**src/rtl/camera_capture.sv**
```systemverilog
// rtl/camera_capture.sv - RGB565 camera byte stream to RGB444 pixel writer
//
// Captures frames from a parallel CMOS sensor, packs byte pairs into
// RGB444 pixels with a linear write address, and checks frame geometry.
//
// Ports:
//   p_clk            camera pixel clock, all logic on rising edge
//   rst_n            asynchronous active-low reset
//   cmos_vsync       high during vertical blanking
//   cmos_href        high while active line bytes are on cmos_data
//   cmos_data[7:0]   RGB565 bytes, high byte first
//   pixel_data[11:0] RGB444 pixel
//   pixel_valid      one-cycle strobe for pixel_data / pixel_addr
//   pixel_addr[18:0] y*H_ACTIVE+x of the strobed pixel
//   cmos_frame_done  low only while a frame is being captured
//   frame_err        last completed frame had wrong geometry
//   frame_count[7:0] completed frames, wraps
module camera_capture #(
    parameter int H_ACTIVE = 640,
    parameter int V_ACTIVE = 480
) (
    input  logic        p_clk,
    input  logic        rst_n,
    input  logic        cmos_vsync,
    input  logic        cmos_href,
    input  logic [7:0]  cmos_data,
    output logic [11:0] pixel_data,
    output logic        pixel_valid,
    output logic [18:0] pixel_addr,
    output logic        cmos_frame_done,
    output logic        frame_err,
    output logic [7:0]  frame_count
);

    localparam logic [10:0] H_X   = 11'(H_ACTIVE);
    localparam logic [10:0] V_Y   = 11'(V_ACTIVE);
    localparam logic [18:0] H_INC = 19'(H_ACTIVE);
    localparam logic [10:0] X_MAX = 11'd2047;
    localparam logic [9:0]  Y_MAX = 10'd1023;

    typedef enum logic [1:0] {SYNC, VBLANK, CAPTURE} state_t;

    state_t      state;
    logic        phase;
    logic [6:0]  hi_bits;    // only the high-byte bits that survive the RGB444 reduction
    logic [10:0] x;
    logic [9:0]  y;
    logic [18:0] line_base;  // y*H_ACTIVE kept by addition
    logic        href_q;
    logic        line_err;

    // A frame ending with a line still open (vsync rising during href)
    // counts that line as if its href had fallen.
    logic        open_line;
    logic        open_err;
    logic [10:0] y_end;

    always_comb begin
        open_line = 1'b0;
        open_err  = 1'b0;
        y_end     = {1'b0, y};
        if (x != 11'd0) begin
            open_line = 1'b1;
            open_err  = (x != H_X);
            y_end     = {1'b0, y} + 11'd1;
        end
    end

    always_ff @(posedge p_clk or negedge rst_n) begin
        if (!rst_n) begin
            state           <= SYNC;
            phase           <= 1'b0;
            hi_bits         <= '0;
            x               <= '0;
            y               <= '0;
            line_base       <= '0;
            href_q          <= 1'b0;
            line_err        <= 1'b0;
            pixel_data      <= '0;
            pixel_valid     <= 1'b0;
            pixel_addr      <= '0;
            cmos_frame_done <= 1'b1;
            frame_err       <= 1'b0;
            frame_count     <= '0;
        end else begin
            href_q      <= cmos_href;
            pixel_valid <= 1'b0;
            case (state)
                SYNC: begin
                    cmos_frame_done <= 1'b1;
                    if (cmos_vsync) begin
                        state <= VBLANK;
                    end
                end
                VBLANK: begin
                    x         <= '0;
                    y         <= '0;
                    line_base <= '0;
                    phase     <= 1'b0;
                    if (!cmos_vsync) begin
                        state           <= CAPTURE;
                        cmos_frame_done <= 1'b0;
                    end
                end
                default: begin
                    if (cmos_vsync) begin
                        state           <= VBLANK;
                        cmos_frame_done <= 1'b1;
                        frame_err       <= line_err | open_err | (y_end != V_Y);
                        line_err        <= 1'b0;
                        frame_count     <= frame_count + 8'd1;
                        phase           <= 1'b0;
                    end else if (cmos_href) begin
                        if (!phase) begin
                            hi_bits <= {cmos_data[7:4], cmos_data[2:0]};
                            phase   <= 1'b1;
                        end else begin
                            phase      <= 1'b0;
                            pixel_data <= {hi_bits, cmos_data[7], cmos_data[4:1]};
                            // Out-of-range pixels still advance x so the line
                            // length check sees the true count.
                            if (x < H_X && {1'b0, y} < V_Y) begin
                                pixel_valid <= 1'b1;
                                pixel_addr  <= line_base + 19'(x);
                            end
                            if (x != X_MAX) begin
                                x <= x + 11'd1;
                            end
                        end
                    end else begin
                        phase <= 1'b0;
                        if (href_q && x != 11'd0) begin
                            x         <= '0;
                            line_base <= line_base + H_INC;
                            if (y != Y_MAX) begin
                                y <= y + 10'd1;
                            end
                            if (x != H_X) begin
                                line_err <= 1'b1;
                            end
                        end
                    end
                end
            endcase
        end
    end

    // open_line is folded into y_end/open_err; kept as a named term for clarity
    logic unused_open;
    assign unused_open = open_line;

endmodule

```
**config.mk**
```make
export PLATFORM = sky130hd
export DESIGN_NAME = camera_capture
export DESIGN_NICKNAME = d
export VERILOG_FILES = /design/src/rtl/camera_capture.sv
export SDC_FILE = /design/constraint.sdc
export NUM_CORES = 1
export LEC_CHECK = 0
export BUFFER_PORTS_ARGS = -buffer_cell sky130_fd_sc_hd__buf_2
export CAP_MARGIN = 20
export CORE_ASPECT_RATIO = 0.7
export CORE_MARGIN = 3
export CORE_UTILIZATION = 58
export CTS_BUF_LIST = sky130_fd_sc_hd__clkbuf_8 sky130_fd_sc_hd__clkbuf_16
export DETAILED_ROUTE_END_ITERATION = 8
export GPL_TIMING_DRIVEN = 1
export PLACE_DENSITY_LB_ADDON = 0.05
export RECOVER_POWER = 100
export SYNTH_ARGS = -nofsm -noshare
export SYNTH_HDL_FRONTEND = slang
export SYNTH_SLANG_ARGS = --single-unit
export TNS_END_PERCENT = 1
```
**constraint.sdc**
```tcl
create_clock -name p_clk -period 6.1 [get_ports p_clk]
set_input_delay 1.22 -clock p_clk [delete_from_list [all_inputs] [get_ports p_clk]]
set_output_delay 1.22 -clock p_clk [all_outputs]
set_load 0.05 [all_outputs]
```
==> impl_metrics.env, run 1 <==
export IMPL_arrival_ps=4360
export IMPL_routabilityCongestion=0.868
export IMPL_vias=3417
export IMPL_reg2reg_from="state[1]$_DFFE_PN0P_"
export IMPL_synth_cell_types=60
export IMPL_yosysMostFrequentCell="dfrtp_1"
export IMPL_ys_seq_elements=87
export IMPL_power_total_mw=2.01
export IMPL_final_max_slew_violation_count=58
export IMPL_syn_to_final_growth_pct=9.82
export IMPL_synth_top_area_share_pct=49.0
export IMPL_multiInputGateArea_um2=2020
export IMPL_yosysWarnings=0
export IMPL_path_delay_family="simple AND/OR/NAND/NOR gates"
export IMPL_drt_wl_total_um=9340
export IMPL_synth_top_area_cell="dfrtp_1"
export IMPL_finalWorstSetupSlack_ps=1980
export IMPL_drive_above_1_share_pct=10.8
export IMPL_core_um2=7040
export IMPL_ir_drop_v=0.000339
export IMPL_post_route_util_pct=68.6
export IMPL_period_needed_ps=4120
export IMPL_maxCapViolCount=2
export IMPL_worstMarginPinSlew_ps=1530
export IMPL_cts_resized_gates=0
export IMPL_numClockSinks=87
export IMPL_cts_htree_levels=3
export IMPL_avgViaCountPerCell=5.94
export IMPL_die_height_um=78.8
export IMPL_p_leak_nw=2.13
export IMPL_holdPathStages=1
export IMPL_row_count=25
export IMPL_min_from="frame_count[7]$_DFFE_PN0P_"
export IMPL_grt_util_all_layers_pct=23.0
export IMPL_fin_cells=575
export IMPL_postCtsSetupRepairBufs=0
export IMPL_grt_pass1_vias=3298
export IMPL_ys_top_cells_by_area="dfrtp_1 (49%), mux2_2 (5.6%), nand2_1 (4.5%)"
export IMPL_die_area_um2=8680
export IMPL_clockBufferDepth=2
export IMPL_finClkSkew_ps=8.12
export IMPL_cp_slowest_cell="or2_0"
export IMPL_holdPathEnd="frame_count[7]$_DFFE_PN0P_"
export IMPL_cts_made_buffers=9
export IMPL_clkLatencyLatePin_ps=350
export IMPL_fin_crit_sh_pct=67.5
export IMPL_antenna_found_initial=0
export IMPL_antennaDiodeCount=0
export IMPL_synth_commonest_cells="dfrtp_1 (86), nand2_1 (53), o21ai_1 (29)"
export IMPL_syn_area_um2=4400
export IMPL_drt_iter0_markers=262
export IMPL_nets=500
export IMPL_overflow=0
export IMPL_regArea_um2=2180
export IMPL_hold_viol=0
export IMPL_final_setup_tns_ps=0
export IMPL_synth_edff_count=0
export IMPL_r2r_cells=5
export IMPL_grt_pass1_wl_um=15900
export IMPL_async_flop_share_pct=100
export IMPL_r2r_slack_ps=2390
export IMPL_violations="capacitance limit, slew limit"
export IMPL_wl_per_cell_um=16.2
export IMPL_cts_root_buf="clkbuf_8"
export IMPL_start_util_pct=62.5
export IMPL_path_class="primary input to register"
export IMPL_power_density_nw_per_um2=416
export IMPL_placed_cells=558
export IMPL_finalSetupViolCount=0
export IMPL_syn_area_per_cell_um2=10.2
export IMPL_path_cells="clkbuf_1, or3_1, or2_0, inv_1, o211a_1, a211o_1"
export IMPL_yosys_most_used_dff="dfrtp_1"
export IMPL_hp_class="register to register"
export IMPL_required_ps=6340
export IMPL_crit_buf_inv=2
export IMPL_cts_tree="built"
export IMPL_die_w_um=110
export IMPL_syn_inst=431
export IMPL_maxSlewHeadroom_pct=-2.14
export IMPL_syn_nets=455
export IMPL_pre_cts_ws_ps=2470
export IMPL_status="finished with violations"
export IMPL_seq_area_frac_synth_pct=49.6
export IMPL_ant_nets=0
export IMPL_dp_hpwl_um=6210
export IMPL_path_max_fanout=33
export IMPL_nFillCells=570
export IMPL_grt_max_degree=88
export IMPL_drc=0
export IMPL_crit_path_end_kind="register"
export IMPL_ios=54
export IMPL_critPathMaxStageDelay_ps=1200
export IMPL_timing_fmax_mhz=243
export IMPL_cts_hold_buf=0
export IMPL_clk_pin_slew_ps=90
export IMPL_first_pass_iters=5
export IMPL_rsz0062_at_grt="no"
export IMPL_r2r_end="y[5]$_DFFE_PN0P_"
export IMPL_cp_start_kind="primary input"
export IMPL_io_buffers=53
## layer usage
layer / share of wire, % / vias up / global-route usage, %
li1: - / 1648 / -
met1: 48 / 1644 / 33.5
met2: 45 / 113 / 33.7
met3: 6.2 / 12 / 6.17
met4: 1.4 / 0 / 7.22
met5: 0 / - / 0
## sequential cells by signal, indices dropped and copies added, names as in the netlist
register,flops
frame_err,1
pixel_data,12
line_err,1
pixel_valid,1
cmos_frame_done,1
state,2
line_base,12
phase,1
href_q,1
frame_count,8
y,10
x,11
pixel_addr,19
hi_bits,7
## placed cells by master, fill, tap and decap left out, types with 13 or more instances in the layout
| cell | count |
|---|---|
| dfrtp_1 | 86 |
| nand2_1 | 53 |
| clkbuf_1 | 45 |
| o21ai_0 | 32 |
| a21oi_1 | 24 |
| mux2_2 | 20 |
| nor2_1 | 16 |
| xnor2_1 | 15 |
| inv_1 | 14 |
| o31ai_1 | 13 |
## metrics by stage
stage | hold slack, ps | area [um^2]
finish | 483 | 4830
global route | 515 | 4830
CTS | 473 | 4890
detailed placement | 455 | 4680
global placement | 450 | 4680
floorplan | 472 | 4400
## how the worst max path moves through the flow
stage          startpoint  cells past startpoint                          to
6_report       cmos_vsync                      6  pixel_addr[12]$_DFFE_PN0P_
5_1_grt        cmos_vsync                      6  pixel_addr[12]$_DFFE_PN0P_
4_1_cts        cmos_vsync                      6  pixel_addr[12]$_DFFE_PN0P_
3_5_place_dp   cmos_vsync                      6  pixel_addr[12]$_DFFE_PN0P_
3_3_place_gp   cmos_vsync                      6  pixel_addr[12]$_DFFE_PN0P_
2_1_floorplan  cmos_vsync                      5            x[7]$_DFFE_PN0P_
## kinds of logic after synthesis
logic type,Yosys count,share of synthesized area [%]
flops,87,49.6
xor+xnor,18,3.59
buf+inv,35,3.64
mux,22,5.64
compound gates,111,16.5
fa+ha+maj,12,3.42
simple gates,146,17.6
## report_power, final
part / internal, mW / switching (mW) / leakage [nW]
sequential: 0.706 / 0.111 / 1.16
clock: 0.215 / 0.210 / 0.104
combinational: 0.211 / 0.558 / 0.869
total: 1.13 / 0.878 / 2.13
## area by class of cell
cell class,instances,area share (%)
Timing Repair Buffer,54,4.90
Inverter,15,1.17
Multi-Input combinational cell,309,41.9
Clock inverter,5,1.35
Clock buffer,11,3.14
Tap cell,94,2.44
Sequential cell,87,45.1
Power figures use the tool's default switching activity.
==> run 2, diff against run 1 <==
--- a/config.mk
+++ b/config.mk
@@ -5,11 +5,12 @@
 export SDC_FILE = /design/constraint.sdc
 export NUM_CORES = 1
 export LEC_CHECK = 0
+export ABC_AREA = 1
 export BUFFER_PORTS_ARGS = -buffer_cell sky130_fd_sc_hd__buf_2
 export CAP_MARGIN = 20
 export CORE_ASPECT_RATIO = 0.7
 export CORE_MARGIN = 3
-export CORE_UTILIZATION = 58
+export CORE_UTILIZATION = 53
 export CTS_BUF_LIST = sky130_fd_sc_hd__clkbuf_8 sky130_fd_sc_hd__clkbuf_16
 export DETAILED_ROUTE_END_ITERATION = 8
 export GPL_TIMING_DRIVEN = 1
==> constraint.sdc (replaced) <==
create_clock -name p_clk -period 3.7 [get_ports p_clk]
set_input_delay 0.74 -clock p_clk [delete_from_list [all_inputs] [get_ports p_clk]]
set_output_delay 0.74 -clock p_clk [all_outputs]
set_load 0.05 [all_outputs]
==> run 2 against run 1 <==
The flow now finishes without violations. Clock skew down 2.9 ps. Synthesized cell count up 31%. Sequential power up 73%. Non-clock buffer count up 2. Via count up 13%. Design area up 6.3%. Hold slack worse by 47 ps. Die area up 15%. Clock power up 120%. Critical path type unchanged. Critical endpoint unchanged. Highest routed layer unchanged.
==> impl_metrics.env, run 2 <==
export IMPL_drt_wl_total_um=9880
export IMPL_power_density_nw_per_um2=739
export IMPL_critPathMaxStageDelay_ps=570
export IMPL_yosysWarnings=0
export IMPL_antennaDiodeCount=0
export IMPL_drc=0
export IMPL_cp_slowest_cell="clkbuf_1"
export IMPL_syn_area_per_cell_um2=8.27
export IMPL_syn_to_final_growth_pct=9.88
export IMPL_syn_inst=565
export IMPL_synth_commonest_cells="nand2_1 (144), dfrtp_1 (86), inv_1 (54)"
export IMPL_wl_per_cell_um=13.4
export IMPL_ys_seq_elements=87
export IMPL_grt_max_degree=52
export IMPL_cts_root_buf="clkbuf_16"
export IMPL_cts_htree_levels=3
export IMPL_clkLatencyLatePin_ps=340
export IMPL_ir_drop_v=0.000540
export IMPL_finClkSkew_ps=5.17
export IMPL_seq_power_share_pct=37.3
export IMPL_final_max_slew_violation_count=0
export IMPL_die_w_um=118
export IMPL_async_flop_share_pct=100
export IMPL_placed_area_um2=5010
export IMPL_drt_iter0_markers=252
export IMPL_routabilityCongestion=0.893
export IMPL_clockBufferDepth=2
export IMPL_first_pass_iters=5
export IMPL_nets=641
export IMPL_die_area_um2=9990
export IMPL_design_area_um2=5130
export IMPL_p_int_mw=2.14
export IMPL_dp_hpwl_um=7210
export IMPL_avgViaCountPerCell=5.23
export IMPL_ios=54
export IMPL_worstMarginPinSlew_ps=1150
export IMPL_cp_start_kind="primary input"
export IMPL_largest_reg_flops=19
export IMPL_cts_made_buffers=9
export IMPL_cts_resized_gates=0
export IMPL_seq_area_frac_synth_pct=46.6
export IMPL_period_needed_ps=2770
export IMPL_hold_viol=0
export IMPL_largest_registers="pixel_addr: 19 flops, line_base: 12 flops, pixel_data: 12 flops"
export IMPL_synth_top_area_share_pct=46.1
export IMPL_rsz0062_at_grt="no"
export IMPL_path_cells="clkbuf_1, nor2_1, nand3_1, clkbuf_1, inv_1, nand2_2, inv_1, nand2_1, o21ai_0"
export IMPL_arrival_ps=2970
export IMPL_yosys_most_used_dff="dfrtp_1"
export IMPL_power_net_switching_mw=1.65
export IMPL_io_buffers=53
export IMPL_drive_above_1_share_pct=7.72
export IMPL_maxSlewHeadroom_pct=23.4
export IMPL_final_common_cell="nand2_1"
export IMPL_mostFrequentLayoutCells="nand2_1 (149), dfrtp_1 (86), inv_1 (61), o21ai_0 (53), nor2_1 (49)"
export IMPL_start_util_pct=56.9
export IMPL_grt_pass1_wl_um=17100
export IMPL_power_frac_comb_pct=37.6
export IMPL_required_ps=3900
export IMPL_final_setup_tns_ps=0
export IMPL_path_class="primary input to register"
export IMPL_crit_path_end_kind="register"
export IMPL_ys_top_cells_by_area="dfrtp_1 (46%), nand2_1 (12%), nand3_1 (4.6%)"
export IMPL_cts_tree="built"
export IMPL_die_height_um=84.5
export IMPL_syn_area_um2=4670
export IMPL_path_max_fanout=28
export IMPL_p_leak_nw=2.49
export IMPL_p_clk_share_pct=25.1
export IMPL_cts_hold_buf=0
export IMPL_status="complete, no violations"
export IMPL_switching_share_pct=43.5
export IMPL_row_count=27
export IMPL_top_register="pixel_addr"
export IMPL_ant_nets=0
export IMPL_core_um2=8210
export IMPL_yosysMostFrequentCell="nand2_1"
export IMPL_overflow=0
export IMPL_grt_util_all_layers_pct=20.9
export IMPL_numClockSinks=87
export IMPL_hp_class="primary input to async pin"
export IMPL_synth_top_area_cell="dfrtp_1"
export IMPL_antenna_found_initial=0
export IMPL_syn_nets=589
export IMPL_grt_pass1_vias=3635
export IMPL_synth_edff_count=0
export IMPL_synth_cell_types=39
export IMPL_vias=3861
export IMPL_clk_pin_slew_ps=60
export IMPL_timing_fmax_mhz=361
export IMPL_maxCapViolCount=0
export IMPL_postCtsSetupRepairBufs=0
export IMPL_fin_crit_sh_pct=74.8
export IMPL_finalSetupViolCount=0
## run 2: changes by cell type in the layout (fill, tap and decap cells not counted), sizes merged, moves of 10 or more
cell	previous run	this run
a21oi	24	12
inv	16	65
mux2	22	0
nand2	53	157
nand3	12	46
nor2	17	51
nor3	6	16
o21ai	39	62
o31ai	13	0
xnor2	15	5
xor2	3	15
## run 2: metal layers
metal	up-vias	global-route usage [%]	routed length, um
met1	1787	29.9	4870
met3	15	6.73	667
li1	1944	-	-
met2	115	30.9	4190
met4	0	5.74	145
met5	-	0	0
## run 2: final cells by class
type,instances,area (um^2)
fill,800,3080
sequential,87,2180
multi-input combinational,401,2030
inverter,62,240
clock buffer,10,239
timing repair buffer,56,224
tap,116,145
clock inverter,6,78.8
## run 2: through the flow
stage / hold WS [ps] / std cells / util [%] / setup WS [ps] / power [mW]
floorplan: 442 / 565 / - / 1790 / 2.71
global route: 474 / 738 / 62.5 / 668 / 4.06
finish: 436 / 738 / 62.5 / 932 / 3.79
global placement: 453 / 722 / 61.0 / 1420 / 2.99
detailed placement: 459 / 722 / 61.0 / 1330 / 3.03
CTS: 453 / 738 / 64.9 / 1440 / 4.00
## run 2: path summary, 6_finish.rpt
path	startpoint	endpoint	slack, ps	cells after the start
min	rst_n	pixel_addr[0]$_DFFE_PN0P_	440	1
min in group p_clk	pixel_addr[7]$_DFFE_PN0P_	pixel_addr[7]$_DFFE_PN0P_	480	2
max reg2reg	state[1]$_DFFE_PN0P_	pixel_addr[12]$_DFFE_PN0P_	990	9
max	cmos_vsync	pixel_addr[12]$_DFFE_PN0P_	930	9
min reg2reg	pixel_addr[7]$_DFFE_PN0P_	pixel_addr[7]$_DFFE_PN0P_	480	2
max in group asynchronous	rst_n	frame_count[4]$_DFFE_PN0P_	1770	2
## run 2: cell families after synthesis
family	synth area share (%)
AOI/OAI and AO/OA	11.0
xor gates and xnor gates	3.75
adders and majority gates	3.21
buffers and inverters	7.21
DFF	46.6
and+or+nand+nor	28.2
## run 2: critical path: cells and delay by family
kind / cells / cell delay [ps]
AOI/OAI and AO/OA: 1 / 70
buffers and inverters: 4 / 1350
and+or+nand+nor: 4 / 780
## run 2: power by group through the flow
stage	Combinational, mW	Sequential, mW	Clock, mW
floorplan	0.969	1.74	0
global placement	1.57	1.42	0
detailed placement	1.60	1.42	0
CTS	1.61	1.41	0.983
global route	1.58	1.45	1.03
finish	1.43	1.41	0.953
